$ cat src/rtl/t05_find_least_if.sv
// ---------------------------------------------------------------------------
// t05_find_least_if -- histogram SRAM read bus used by t05_find_least.
//   hist_addr : 8-bit read address            (master -> slave)
//   wr_r_en   : 2-bit command, 0 read, 3 idle (master -> slave)
//   sram_in   : 32-bit count returned          (slave -> master)
//   busy_i    : SRAM busy, data valid when 0   (slave -> master)
// ---------------------------------------------------------------------------
interface t05_find_least_if;
  logic [7:0]  hist_addr;
  logic [1:0]  wr_r_en;
  logic [31:0] sram_in;
  logic        busy_i;

  modport master (output hist_addr, output wr_r_en, input sram_in, input busy_i);
  modport slave  (input hist_addr, input wr_r_en, output sram_in, output busy_i);
endinterface

$ cat src/rtl/t05_find_least.sv
// ---------------------------------------------------------------------------
// t05_find_least -- scans a 256-entry histogram held in an external SRAM and
// reports the two byte values with the smallest nonzero counts.
//   clk         : system clock, rising edge
//   nrst        : synchronous active-low reset
//   start       : level request to begin a scan (acted on in IDLE only)
//   bus         : SRAM read bus (hist_addr, wr_r_en, sram_in, busy_i)
//   least1_idx/least1_cnt : smallest nonzero count and its byte value
//   least2_idx/least2_cnt : second-smallest nonzero count and its byte value
//   done        : one-cycle pulse when the results are updated
//   no_pair     : valid with done, fewer than two nonzero entries seen
// Each entry costs REQ + at least two WAIT cycles + CMP. Ties keep the
// lower address because every comparison is strict.
// ---------------------------------------------------------------------------
module t05_find_least #(
  parameter int NUM_ENTRIES = 256
) (
  input  logic                    clk,
  input  logic                    nrst,
  input  logic                    start,
  t05_find_least_if.master        bus,
  output logic [7:0]              least1_idx,
  output logic [7:0]              least2_idx,
  output logic [31:0]             least1_cnt,
  output logic [31:0]             least2_cnt,
  output logic                    done,
  output logic                    no_pair
);

  localparam logic [7:0]  LAST_ADDR = 8'(NUM_ENTRIES - 1);
  localparam logic [31:0] CNT_EMPTY = 32'hFFFF_FFFF;

  typedef enum logic [2:0] {IDLE, REQ, WAIT, CMP, DONE} state_t;

  state_t      r_state, w_state_nxt;
  logic [7:0]  r_addr;
  logic        r_first_wait;
  logic [31:0] r_data;
  logic [31:0] r_cnt1, r_cnt2;
  logic [7:0]  r_idx1, r_idx2;
  logic        r_v1, r_v2;
  logic [7:0]  r_least1_idx, r_least2_idx;
  logic [31:0] r_least1_cnt, r_least2_cnt;
  logic        r_done, r_no_pair;

  logic [31:0] w_cnt1_nxt, w_cnt2_nxt;
  logic [7:0]  w_idx1_nxt, w_idx2_nxt;
  logic        w_v1_nxt, w_v2_nxt;
  logic        w_last;

  assign w_last = (r_addr == LAST_ADDR);

  // Next-state and bus command.
  always_comb begin
    // NOTE: every combinational output gets a default first so no path can
    // leave it unassigned and infer a latch.
    w_state_nxt  = r_state;
    bus.wr_r_en  = 2'd3;
    case (r_state)
      IDLE: if (start) w_state_nxt = REQ;
      REQ: begin
        bus.wr_r_en = 2'd0;
        w_state_nxt = WAIT;
      end
      // The first WAIT cycle ignores busy_i: the SRAM has not yet seen the read.
      WAIT: if (!r_first_wait && !bus.busy_i) w_state_nxt = CMP;
      CMP:  w_state_nxt = w_last ? DONE : REQ;
      DONE: w_state_nxt = IDLE;
      default: w_state_nxt = IDLE;
    endcase
  end

  assign bus.hist_addr = r_addr;

  // Tracker update for the captured count. An empty slot accepts any nonzero
  // count, which is how 32'hFFFF_FFFF gets kept.
  always_comb begin
    w_cnt1_nxt = r_cnt1;
    w_idx1_nxt = r_idx1;
    w_v1_nxt   = r_v1;
    w_cnt2_nxt = r_cnt2;
    w_idx2_nxt = r_idx2;
    w_v2_nxt   = r_v2;
    if (r_data != 32'd0) begin
      if (!r_v1 || r_data < r_cnt1) begin
        w_cnt2_nxt = r_cnt1;
        w_idx2_nxt = r_idx1;
        w_v2_nxt   = r_v1;
        w_cnt1_nxt = r_data;
        w_idx1_nxt = r_addr;
        w_v1_nxt   = 1'b1;
      end else if (!r_v2 || r_data < r_cnt2) begin
        w_cnt2_nxt = r_data;
        w_idx2_nxt = r_addr;
        w_v2_nxt   = 1'b1;
      end
    end
  end

  always_ff @(posedge clk) begin
    // NOTE: state registers use non-blocking assignments so every flop sees
    // the pre-edge value of every other flop.
    if (!nrst) r_state <= IDLE;
    else       r_state <= w_state_nxt;
  end

  always_ff @(posedge clk) begin
    if (!nrst) begin
      r_addr       <= 8'd0;
      r_first_wait <= 1'b0;
      r_data       <= 32'd0;
      r_cnt1       <= CNT_EMPTY;
      r_cnt2       <= CNT_EMPTY;
      r_idx1       <= 8'd0;
      r_idx2       <= 8'd0;
      r_v1         <= 1'b0;
      r_v2         <= 1'b0;
      r_least1_idx <= 8'd0;
      r_least2_idx <= 8'd0;
      r_least1_cnt <= 32'd0;
      r_least2_cnt <= 32'd0;
      r_done       <= 1'b0;
      r_no_pair    <= 1'b0;
    end else begin
      r_done <= 1'b0;
      case (r_state)
        IDLE: if (start) begin
          r_addr <= 8'd0;
          r_cnt1 <= CNT_EMPTY;
          r_cnt2 <= CNT_EMPTY;
          r_idx1 <= 8'd0;
          r_idx2 <= 8'd0;
          r_v1   <= 1'b0;
          r_v2   <= 1'b0;
        end
        REQ:  r_first_wait <= 1'b1;
        WAIT: begin
          if (r_first_wait)      r_first_wait <= 1'b0;
          else if (!bus.busy_i)  r_data       <= bus.sram_in;
        end
        CMP: begin
          r_cnt1 <= w_cnt1_nxt;
          r_cnt2 <= w_cnt2_nxt;
          r_idx1 <= w_idx1_nxt;
          r_idx2 <= w_idx2_nxt;
          r_v1   <= w_v1_nxt;
          r_v2   <= w_v2_nxt;
          if (w_last) begin
            // Results are loaded on entry to DONE so they appear with done
            // and hold until the next scan completes.
            r_done       <= 1'b1;
            r_no_pair    <= !(w_v1_nxt && w_v2_nxt);
            r_least1_idx <= w_v1_nxt ? w_idx1_nxt : 8'd0;
            r_least1_cnt <= w_v1_nxt ? w_cnt1_nxt : 32'd0;
            r_least2_idx <= w_v2_nxt ? w_idx2_nxt : 8'd0;
            r_least2_cnt <= w_v2_nxt ? w_cnt2_nxt : 32'd0;
          end else begin
            r_addr <= r_addr + 8'd1;
          end
        end
        default: ;
      endcase
    end
  end

  assign least1_idx = r_least1_idx;
  assign least2_idx = r_least2_idx;
  assign least1_cnt = r_least1_cnt;
  assign least2_cnt = r_least2_cnt;
  assign done       = r_done;
  assign no_pair    = r_no_pair;

endmodule

$ cat src/flat_wrapper.sv
// flat-port wrapper written by rule: the top's interface ports become plain ports
module t05_find_least_flat 
#(
  parameter int NUM_ENTRIES = 256
)
  (clk, nrst, start, least1_idx, least2_idx, least1_cnt, least2_cnt, done, no_pair, bus_hist_addr, bus_wr_r_en, bus_sram_in, bus_busy_i);
  t05_find_least_if bus_i ();
  input  logic clk;
  input  logic nrst;
  input  logic start;
  output logic [7:0] least1_idx;
  output logic [7:0] least2_idx;
  output logic [31:0] least1_cnt;
  output logic [31:0] least2_cnt;
  output logic done;
  output logic no_pair;
  output wire logic [$bits(bus_i.hist_addr)-1:0] bus_hist_addr;
  output wire logic [$bits(bus_i.wr_r_en)-1:0] bus_wr_r_en;
  input wire logic [$bits(bus_i.sram_in)-1:0] bus_sram_in;
  input wire logic [$bits(bus_i.busy_i)-1:0] bus_busy_i;
  assign bus_hist_addr = bus_i.hist_addr;
  assign bus_wr_r_en = bus_i.wr_r_en;
  assign bus_i.sram_in = bus_sram_in;
  assign bus_i.busy_i = bus_busy_i;
  t05_find_least #(.NUM_ENTRIES(NUM_ENTRIES)) u_core (.clk(clk), .nrst(nrst), .start(start), .bus(bus_i), .least1_idx(least1_idx), .least2_idx(least2_idx), .least1_cnt(least1_cnt), .least2_cnt(least2_cnt), .done(done), .no_pair(no_pair));
endmodule
$ cat config.mk
export PLATFORM = sky130hd
export DESIGN_NAME = t05_find_least_flat
export DESIGN_NICKNAME = d
export VERILOG_FILES = /design/src/rtl/t05_find_least_if.sv /design/src/rtl/t05_find_least.sv /design/src/flat_wrapper.sv
export SDC_FILE = /design/constraint.sdc
export NUM_CORES = 1
export LEC_CHECK = 0
export CAP_MARGIN = 20
export CELL_PAD_IN_SITES_DETAIL_PLACEMENT = 1
export CELL_PAD_IN_SITES_GLOBAL_PLACEMENT = 2
export CORE_MARGIN = 2
export CORE_UTILIZATION = 33
export DETAILED_ROUTE_END_ITERATION = 8
export GPL_TIMING_DRIVEN = 0
export PLACE_DENSITY = 0.89
export SETUP_SLACK_MARGIN = 0.1
export SYNTH_ARGS = -nofsm -noshare
export SYNTH_HDL_FRONTEND = slang
export SYNTH_SLANG_ARGS = --single-unit
$ cat constraint.sdc
create_clock -name clk -period 3.27 [get_ports clk]
set_input_delay 0.4905 -clock clk [delete_from_list [all_inputs] [get_ports clk]]
set_output_delay 0.4905 -clock clk [all_outputs]
set_load 0.02 [all_outputs]
==> flow_metrics.py <==
metrics = {
    "logic_synthesis": {
        "synthTopCellsByCount": "208 x dfxtp_1, 134 x nand2_1, 105 x nor2_1",
        "synth.distinct_cells": 56,
        "synth_flop_cell": "dfxtp_1",
        "netlist.area_leader.share_pct": 43.4,
        "syn_nets": 1211,
        "synth_warnings": 0,
        "ys_seq_area_share_pct": 43.4,
        "async_reset_ff_share_pct": 0,
        "synth-edff-count": 0,
        "yosys.area.top_type": "dfxtp_1",
        "ys_seq_elements": 208,
        "synthCells": 1112,
        "syn_area_per_cell_um2": 8.62,
        "synth.area.top_cells": "dfxtp_1 43%, ha_1 8.2%, a21oi_1 5.3%",
        "yosys.cell_count.top_type": "dfxtp_1",
        "synth_area_um2": 9590,
    },
    "place": {
        "gp_congestion": 0.815,
        "port_buffers": 127,
        "dp_slack_ps": -142,
        "hpwl_mm": 23.4,
    },
    "die": {
        "die_w_um": 174,
        "die_y_um": 174,
        "fp-row-count": 62,
        "die-area_um2": 30400,
        "start_util_pct": 33.5,
        "core-area_um2": 28600,
        "io_pins": 128,
    },
    "route": {
        "via_per_inst": 5.30,
        "wl_per_cell_um": 19.2,
        "ant_nets": 0,
        "dr.pass1.iters": 5,
        "drt_wl_total_mm": 32.0,
        "drt_iter0_markers": 487,
        "vias": 8852,
        "drc": 0,
    },
    "clock_network": {
        "cts_buffers": 24,
        "clkTransAtPathRegs_ps": 60,
        "ctsHtreeMaxLevel": 1,
        "cts_tree": "yes",
        "clk_path_buf_depth": 3,
        "clockRootBuffer": "clkbuf_16",
        "clk_latency_ps": 530,
        "cts.sinks": 208,
    },
    "critical_path": {
        "worst-path-max-fanout": 10,
        "r2r_setup_slack_ps": 280,
        "critPathCaptureType": "flip-flop",
        "crit_required_ps": 3660,
        "path_class": "flip-flop to flip-flop",
        "r2r-end": "u_core.r_cnt1[28]$_SDFFE_PN1P_",
        "r2r_cells": 11,
        "rr_startpoint": "u_core.r_cnt1[30]$_SDFFE_PN1P_",
        "arrival_ps": 3390,
        "cp-start-kind": "flip-flop",
    },
    "job": {
        "cap_violations": 0,
    },
    "timing": {
        "fin_skew_ps": 25.6,
        "setup_ws_ps": 276,
        "period_needed_ps": 2990,
        "slew_headroom_pct": 42.3,
        "fmaxAchievable_mhz": 334,
        "drv_slew": 0,
        "rsz0062_at_grt": "false",
        "finalSetupViolCount": 0,
        "hold_viol": 0,
        "finalCritPeriodShare_pct": 91.5,
        "tightest_slew_ps": 865,
    },
    "power": {
        "power.density_nw_per_um2": 628,
        "total_power_mw": 7.71,
        "vdd_ir_drop_max_v": 0.000360,
        "static-leakage-power_nw": 5.43,
    },
    "global_route": {
        "grt_remaining_overflow": 0,
        "grt_max_degree": 13,
        "grt_use_total_pct": 20.7,
        "antenna_found_initial": 0,
        "grt_pass1_vias": 9107,
        "grt_pass1_wl_mm": 50.3,
    },
    "layout": {
        "final_util_pct": 42.9,
        "layout-drive-gt1-share_pct": 7.93,
        "syn_to_final_growth_pct": 28.1,
        "fin_nets": 1370,
        "antenna_cells": 0,
    },
    "run_status": {
        "status": "finished, final reports clean",
    },
    "min_path": {
        "hold_class": "flip-flop to flip-flop",
        "min_to": "u_core.least2_cnt[5]$_SDFFE_PN0P_",
        "worstHoldStart": "u_core.least2_cnt[5]$_SDFFE_PN0P_",
        "worstHoldPathCells": 2,
    },
}
==> final cells by class <==
cell class,instances,area (µm²)
Buffer,70,379
Clock buffer,33,686
Clock inverter,9,76.3
Fill cell,3341,16300
Inverter,69,259
Multi-Input combinational cell,765,4920
Sequential cell,208,4170
Tap cell,384,480
Timing Repair Buffer,133,1310
==> power breakdown <==
part | leakage, nW | switching [mW] | internal [mW]
logic | 3.37 | 1.40 | 0.974
registers | 1.68 | 0.102 | 2.61
clock network | 0.377 | 1.09 | 1.54
total | 5.43 | 2.59 | 5.12
==> worst max-delay path by stage <==
stage	startpoint	to	depth (start not counted)
2_1_floorplan	u_core.r_cnt1[26]$_SDFFE_PN1P_	u_core.r_idx2[0]$_SDFFE_PN0P_	12
3_3_place_gp	u_core.r_cnt1[27]$_SDFFE_PN1P_	u_core.least2_cnt[29]$_SDFFE_PN0P_	11
3_5_place_dp	u_core.r_data[2]$_SDFFE_PN0P_	u_core.least2_cnt[13]$_SDFFE_PN0P_	10
4_1_cts	u_core.r_data[2]$_SDFFE_PN0P_	u_core.least2_cnt[28]$_SDFFE_PN0P_	10
5_1_grt	u_core.r_cnt1[30]$_SDFFE_PN1P_	u_core.r_cnt1[23]$_SDFFE_PN1P_	11
6_report	u_core.r_cnt1[30]$_SDFFE_PN1P_	u_core.r_cnt1[28]$_SDFFE_PN1P_	11
==> cell usage in the layout, fill, tap and decap left out, drive strengths merged, types with 25 or more instances in the layout <==
| cell | synthesis | routed |
|---|---|---|
| nor2 | 106 | 106 |
| nand2 | 134 | 134 |
| a21oi | 102 | 102 |
| a2bb2oi | 40 | 40 |
| o21ai | 91 | 91 |
| clkbuf | 51 | 84 |
| clkdlybuf4s50 | 0 | 127 |
| o22ai | 40 | 40 |
| dfxtp | 208 | 208 |
| a22oi | 32 | 32 |
| ha | 63 | 63 |
| mux2i | 42 | 42 |
| inv | 68 | 68 |
| buf | 19 | 25 |
==> worst max-delay path, stage by stage (launching register included) <==
cell and delay [ps]:
dfxtp_1 380, inv_1 80, ha_1 320, nand4_1 200, nor4_4 430, nand2_1 150, o22ai_4 280, nor3_4 60
buf_4 150, o21ai_1 340, clkbuf_2 330, a21oi_1 120
==> cells by family (layout without fill, tap and decap cells) <==
logic type | after synthesis | in the layout | share of synthesized area, %
AO/OA/AOI/OAI | 356 | 356 | 23.6
XOR/XNOR | 7 | 7 | 0.640
adder cells (fa/ha/maj) | 63 | 63 | 8.22
buffers and inverters | 139 | 314 | 6.38
flip-flops | 208 | 208 | 43.4
multiplexers | 42 | 42 | 4.39
AND/OR/NAND/NOR | 297 | 297 | 13.4
==> registers in the layout, indices dropped and copies added, names as in the netlist <==
signal and count:
u_core.least1_idx 8, u_core.r_data 32, u_core.least2_cnt 32, u_core.least2_idx 8, u_core.done 1, u_core.r_idx2 8
u_core.r_cnt2 32, u_core.no_pair 1, u_core.r_cnt1 32, u_core.bus.hist_addr 8, u_core.r_first_wait 1, u_core.r_v1 1
u_core.r_v2 1, u_core.least1_cnt 32, u_core.r_idx1 8, u_core.r_state 3
==> metrics by stage <==
step / instances / TNS [ps] / cell area [µm²] / hold WS (ps)
2_1_floorplan: 1112 / 0 / 9590 / 425
3_3_place_gp: 1623 / 0 / 11300 / 437
3_5_place_dp: 1624 / -1310 / 11300 / 448
4_1_cts: 1669 / 0 / 12200 / 455
5_1_grt: 1671 / 0 / 12300 / 483
6_report: 1671 / 0 / 12300 / 453
==> what timing repair did <==
action                                  4_1_cts  5_1_grt
resized for setup                             8       40
setup buffers                                 3        2
endpoints found under the setup margin       73      118
pin swaps                                     1        4
hold buffers                                  0        0
==> layer usage <==
layer  part of all wire (%)  global-route usage [%]  wire, µm  vias to the layer above
met5                      0                       0         0                        -
met4                    3.2                    6.37      1040                        0
met3                    3.4                    2.71      1080                       65
met2                     48                    35.9     15400                      163
met1                     45                    26.7     14500                     4357
li1                       -                       -         -                     4267
Power figures use the tool's default switching activity.
